<file path="config.mk">
export PLATFORM = sky130hd
export DESIGN_NAME = fetch_stage
export DESIGN_NICKNAME = d
export VERILOG_FILES = /design/src/rtl/riscv_pkg.sv /design/src/rtl/fetch_stage_if_id_reg.sv /design/src/rtl/fetch_stage.sv
export SDC_FILE = /design/constraint.sdc
export NUM_CORES = 1
export LEC_CHECK = 0
export BUFFER_PORTS_ARGS = -buffer_cell sky130_fd_sc_hd__buf_4
export CORE_UTILIZATION = 55
export DETAILED_ROUTE_END_ITERATION = 8
export PLACE_DENSITY = 0.84
export SLEW_MARGIN = 40
export SYNTH_ARGS = -nofsm -noshare
export SYNTH_HDL_FRONTEND = slang
export SYNTH_SLANG_ARGS = --single-unit
</file>
<file path="constraint.sdc">
create_clock -name clk -period 7.3 [get_ports clk]
set_clock_uncertainty 0.05 [all_clocks]
set_input_delay 0.365 -clock clk [delete_from_list [all_inputs] [get_ports clk]]
set_output_delay 0.365 -clock clk [all_outputs]
set_load 0.02 [all_outputs]
</file>
<file path="src/rtl/riscv_pkg.sv">
// Shared definitions for the instruction-fetch front end.
//   DATA_WIDTH : default instruction / PC width
//   RESET_PC   : default first fetch address after reset
//   NOP_INSTR  : addi x0,x0,0, the bubble instruction placed in IF/ID
//   fetch_state_t : fetch controller states
package riscv_pkg;

  localparam int unsigned DATA_WIDTH = 32;
  localparam logic [31:0] RESET_PC   = 32'h0000_0000;
  localparam logic [31:0] NOP_INSTR  = 32'h0000_0013;

  typedef enum logic [1:0] {
    S_RESET,    // one idle cycle after reset before the first request
    S_FETCH,    // request outstanding at imem_addr
    S_DISCARD,  // waiting for a response that a redirect made stale
    S_HOLD      // response captured in the skid buffer while decode stalls
  } fetch_state_t;

endpackage

</file>
<file path="src/rtl/fetch_stage_if_id_reg.sv">
// IF/ID pipeline register.
//   clk, rst        : clock, synchronous active-high reset
//   load            : capture instr_next / pc_next / pc_plus4_next as a valid entry
//   bubble          : replace the entry with a NOP (valid=0); wins over load
//   instr/pc/pc_plus4/valid : register contents presented to decode
// With neither load nor bubble the entry holds (decode stall).
module if_id_reg #(
  parameter int unsigned           DATA_WIDTH = 32,
  parameter logic [DATA_WIDTH-1:0] NOP_INSTR  = DATA_WIDTH'(32'h0000_0013)
) (
  input  logic                  clk,
  input  logic                  rst,
  input  logic                  load,
  input  logic                  bubble,
  input  logic [DATA_WIDTH-1:0] instr_next,
  input  logic [DATA_WIDTH-1:0] pc_next,
  input  logic [DATA_WIDTH-1:0] pc_plus4_next,
  output logic [DATA_WIDTH-1:0] instr,
  output logic [DATA_WIDTH-1:0] pc,
  output logic [DATA_WIDTH-1:0] pc_plus4,
  output logic                  valid
);

  // Bubbles leave pc/pc_plus4 untouched; decode ignores them when valid=0.
  always_ff @(posedge clk) begin
    if (rst) begin
      instr    <= NOP_INSTR;
      pc       <= '0;
      pc_plus4 <= '0;
      valid    <= 1'b0;
    end else if (bubble) begin
      instr    <= NOP_INSTR;
      valid    <= 1'b0;
    end else if (load) begin
      instr    <= instr_next;
      pc       <= pc_next;
      pc_plus4 <= pc_plus4_next;
      valid    <= 1'b1;
    end
  end

endmodule

</file>
<file path="src/rtl/fetch_stage.sv">
// Instruction-fetch stage: owns the PC, issues one-outstanding requests to
// instruction memory and loads the IF/ID register.
//   clk, rst               : clock, synchronous active-high reset
//   StallD                 : hold IF/ID and PC
//   PCSrcE, PCE, ImmOpE    : taken branch redirect to PCE + (ImmOpE << 1), flushes IF/ID
//   imem_req, imem_addr    : level request held until imem_rvalid, word-aligned address
//   imem_rvalid, imem_rdata: response strobe and instruction word
//   instrD, PCD, PCPlus4D, validD : IF/ID contents
module fetch_stage #(
  parameter int unsigned           DATA_WIDTH = riscv_pkg::DATA_WIDTH,
  parameter logic [DATA_WIDTH-1:0] RESET_PC   = DATA_WIDTH'(riscv_pkg::RESET_PC),
  parameter logic [DATA_WIDTH-1:0] NOP_INSTR  = DATA_WIDTH'(riscv_pkg::NOP_INSTR)
) (
  input  logic                  clk,
  input  logic                  rst,
  input  logic                  StallD,
  input  logic                  PCSrcE,
  input  logic [DATA_WIDTH-1:0] PCE,
  input  logic [DATA_WIDTH-1:0] ImmOpE,
  output logic                  imem_req,
  output logic [DATA_WIDTH-1:0] imem_addr,
  input  logic                  imem_rvalid,
  input  logic [DATA_WIDTH-1:0] imem_rdata,
  output logic [DATA_WIDTH-1:0] instrD,
  output logic [DATA_WIDTH-1:0] PCD,
  output logic [DATA_WIDTH-1:0] PCPlus4D,
  output logic                  validD
);

  import riscv_pkg::fetch_state_t;
  import riscv_pkg::S_RESET;
  import riscv_pkg::S_FETCH;
  import riscv_pkg::S_DISCARD;
  import riscv_pkg::S_HOLD;

  fetch_state_t          state_q, state_d;
  logic [DATA_WIDTH-1:0] pc_q, pc_d;
  logic [DATA_WIDTH-1:0] skid_q, skid_d;
  logic                  req_q;

  logic [DATA_WIDTH-1:0] pc_plus4;
  logic [DATA_WIDTH-1:0] branch_target;
  logic                  ifid_load;
  logic                  ifid_bubble;
  logic [DATA_WIDTH-1:0] ifid_instr;

  // Sequential PC and branch target; the target is forced word-aligned.
  assign pc_plus4      = pc_q + DATA_WIDTH'(4);
  assign branch_target = (PCE + (ImmOpE << 1)) & ~DATA_WIDTH'(3);

  // State, PC and skid registers.
  always_ff @(posedge clk) begin
    if (rst) begin
      state_q <= S_RESET;
      pc_q    <= RESET_PC;
      skid_q  <= '0;
      req_q   <= 1'b0;
    end else begin
      state_q <= state_d;
      pc_q    <= pc_d;
      skid_q  <= skid_d;
      req_q   <= (state_d == S_FETCH);
    end
  end

  // Next-state, PC update and IF/ID control. A redirect always bubbles IF/ID,
  // even under StallD; the PC only moves on a consumed response or redirect,
  // so imem_addr stays stable while a request is outstanding.
  always_comb begin
    state_d     = state_q;
    pc_d        = pc_q;
    skid_d      = skid_q;
    ifid_load   = 1'b0;
    ifid_bubble = 1'b0;
    ifid_instr  = imem_rdata;

    case (state_q)
      S_RESET: begin
        state_d     = S_FETCH;
        ifid_bubble = PCSrcE | ~StallD;
        if (PCSrcE) pc_d = branch_target;
      end

      S_FETCH: begin
        if (PCSrcE) begin
          pc_d        = branch_target;
          ifid_bubble = 1'b1;
          // Without a response the request is still in flight and its data is stale.
          if (!imem_rvalid) state_d = S_DISCARD;
        end else if (imem_rvalid) begin
          if (StallD) begin
            skid_d  = imem_rdata;
            state_d = S_HOLD;
          end else begin
            ifid_load = 1'b1;
            pc_d      = pc_plus4;
          end
        end else begin
          ifid_bubble = ~StallD;
        end
      end

      S_DISCARD: begin
        ifid_bubble = PCSrcE | ~StallD;
        if (PCSrcE)      pc_d    = branch_target;
        if (imem_rvalid) state_d = S_FETCH;
      end

      S_HOLD: begin
        ifid_instr = skid_q;
        if (PCSrcE) begin
          pc_d        = branch_target;
          ifid_bubble = 1'b1;
          state_d     = S_FETCH;
        end else if (!StallD) begin
          ifid_load = 1'b1;
          pc_d      = pc_plus4;
          state_d   = S_FETCH;
        end
      end

      default: state_d = S_RESET;
    endcase
  end

  assign imem_req  = req_q;
  assign imem_addr = pc_q;

  // IF/ID register.
  if_id_reg #(
    .DATA_WIDTH (DATA_WIDTH),
    .NOP_INSTR  (NOP_INSTR)
  ) u_if_id (
    .clk           (clk),
    .rst           (rst),
    .load          (ifid_load),
    .bubble        (ifid_bubble),
    .instr_next    (ifid_instr),
    .pc_next       (pc_q),
    .pc_plus4_next (pc_plus4),
    .instr         (instrD),
    .pc            (PCD),
    .pc_plus4      (PCPlus4D),
    .valid         (validD)
  );

endmodule
</file>
==> run summary <==
Top-count cell post-synth - nand2_1
Iteration count of the initial detailed-routing pass - 6
Placed Cells - 1372
Area Growth Syn to Fin - 27.73%
Critical Path Start - state_q[1]$_SDFF_PP0_
Core Region - 14480 sq um
Crit path time final - 3.527 ns
Top cells by count, synth - nand2_1 (191), dfxtp_1 (158), nor2_1 (120)
Final worst-path cycle share - 48.31%
Largest net degree at the start of global routing - 102
H-tree depth - 4
Synth area leaders - dfxtp_1 (39%), nand2_1 (8.8%), a21oi_1 (6.9%)
MaxCap Viol Count - 0
Power Total - 2232 uW
GR Overflow Total - 0
DRC - 0
Non-filler cells, final - 1404
Per-cell routed wire length - 15.86 um
TritonCTS clock tree - built
Critical R2R Launch - state_q[1]$_SDFF_PP0_
Peak VDD IR - 0.1686 mV
Pleak - 0.004448 uW
Yosys top cell area share - 38.84%
Initial antenna violation count - 0
First-pass GRT wire length - 34.48 mm
CTS buffer count - 17
Startpoint Class - flop
Port buffer count - 222
WL final - 22.26 mm
Netlist cell types - 56
Max Fclk - 0.2836 GHz
Die H - 123.7 um
Clock Tree Buf Depth - 2
Ant diodes - 0
RePlAce Congestion - 0.9174
DRT iter0 DRCs - 773
Synth area leader - dfxtp_1
Ys flop type - dfxtp_1
Outcome - finished clean
Root Buffer - clkbuf_16
RSZ-0062 raised after global routing - false
# IOs - 231
Gr usage total - 28.74%
Final nets - 1339
Standard-cell rows - 44
Cts hold-fix bufs - 0
Final instance area - 10400 sq um
Clk_lat worst skew - 0.42 ns
Initial Utilization - 56.25%
Via Count - 7960
Clock sinks - 158
Number of global-route vias before repair - 7162
Hold_sp - imem_rdata[1]
Slew headroom - 47.81%
Die width - 123.7 um
Number of flops mapped to enable cells by yosys - 0
Final hold vios - 0
YS warnings - 0
Post-CTS Setup Repair Bufs - 0
Synth Instances - 1027
# setup viols final - 0
Worst setup EP type - flop
Crit Path Class - reg2reg
Layout cells sized above 1 - 22.87%
Mapped Area - 8144 sq um
Vias per inst - 5.670
Worst slew pin tran - 0.7828 ns
Placed inst area - 9839 sq um
Fin Setup TNS - 0 ns
Die ar. - 15300 sq um
Slew Viols, Final - 0
CTS resizes - 0
Routed Antenna Nets - 0
Asr flop ratio synth - 0%
Critical Path RT - 7.50 ns
Mapped Avg Cell Area - 7.930 sq um
#FFs+latches synth - 158
Min-delay worst type - in2reg
P per Cell Area - 214.6 nW/um^2
Dpl hpwl - 15.69 mm
Seq/Total Area, Yosys - 38.84%
Worst Path Max Fanout - 86
CP arrival - 3.73 ns
Worst-path clk slew - 0.06 ns
[layer usage]
metal	GRT usage, %	vias up	part of all wire [%]
met2	47.12	355	47
met4	11.82	0	2.5
li1	-	3937	-
met5	0	-	0
met1	36.47	3623	42
met3	6.181	45	8.4
[layout by cell type, fill, tap and decap left out, types with 5 or more instances in the layout]
| cell type | synthesis | routed |
|---|---|---|
| inv_1 | 10 | 10 |
| buf_4 | 8 | 229 |
| o21ai_0 | 18 | 18 |
| a221oi_1 | 6 | 6 |
| and3_1 | 5 | 5 |
| a211oi_1 | 66 | 66 |
| a211o_1 | 5 | 5 |
| mux2i_1 | 31 | 31 |
| a311oi_1 | 5 | 5 |
| nand2_1 | 191 | 190 |
| a21oi_1 | 112 | 112 |
| nand3_1 | 27 | 27 |
| ha_1 | 30 | 30 |
| a31oi_1 | 5 | 5 |
| nor3_1 | 20 | 20 |
| nor2_1 | 120 | 119 |
| nand4_1 | 6 | 6 |
| dfxtp_1 | 158 | 158 |
| xor2_1 | 28 | 28 |
| clkinv_4 | 0 | 5 |
| xnor2_1 | 39 | 39 |
| clkbuf_16 | 0 | 17 |
| a21o_1 | 15 | 15 |
| conb_1 | 1 | 6 |
[final timing paths]
| check | depth (start not counted) | slack, ns | to |
|---|---|---|---|
| max | 9 | 3.77 | imem_addr[17]$_SDFFE_PP0P_ |
| min reg2reg | 2 | 0.41 | skid_q[3]$_SDFFE_PP0P_ |
| max reg2reg | 9 | 3.77 | imem_addr[17]$_SDFFE_PP0P_ |
| min | 3 | 0.15 | skid_q[1]$_SDFFE_PP0P_ |
[cells by family after synthesis]
| logic type | Yosys count | synth area share, % |
|---|---|---|
| other | 1 | 0.04605 |
| AND/OR/NAND/NOR | 389 | 19.93 |
| AO/OA/AOI/OAI | 265 | 20.96 |
| buffers and inverters | 85 | 4.363 |
| XOR/XNOR | 67 | 7.205 |
| flip-flops | 158 | 38.84 |
| adder cells (fa/ha/maj) | 31 | 4.855 |
| multiplexers | 31 | 3.810 |
[report_power, final]
part | switching, uW | internal [uW]
Sequential | 53.2 | 902
Clock | 368 | 459
Combinational | 255 | 195
[sequential cells by signal, summed over array words and instances, names as in the netlist]
signal / flops
u_if_id.instr: 32
imem_req: 1
u_if_id.valid: 1
imem_addr: 30
u_if_id.pc: 30
u_if_id.pc_plus4: 30
skid_q: 32
state_q: 2
[worst max-delay path, cell delays in order (launching register included)]
cell,delay [ns]
dfxtp_1,0.52
inv_1,0.16
a21oi_1,0.52
a21oi_1,0.25
nor2_4,0.41
buf_4,0.47
buf_6,0.53
nand2_1,0.18
nor2_1,0.14
a2111oi_0,0.08
[metrics by stage]
step                      setup WS [ns]  util [%]  hold slack (ns)
after floorplan                   4.501         -           0.3857
after global placement            3.734     67.88           0.3906
after detailed placement          3.672     67.96           0.3962
after CTS                         3.637     71.82           0.1416
after global routing              3.532     71.85           0.1478
final                             3.773     71.85           0.1525
[final cells by class]
cell class	instances	area, sq um
multi-input combinational	789	4671
fill	1147	4076
sequential	158	3163
timing repair buffer	231	1742
clock buffer	19	452.9
tap	184	230.2
clock inverter	13	106.4
inverter	10	37.54
Power figures use the tool's default switching activity.
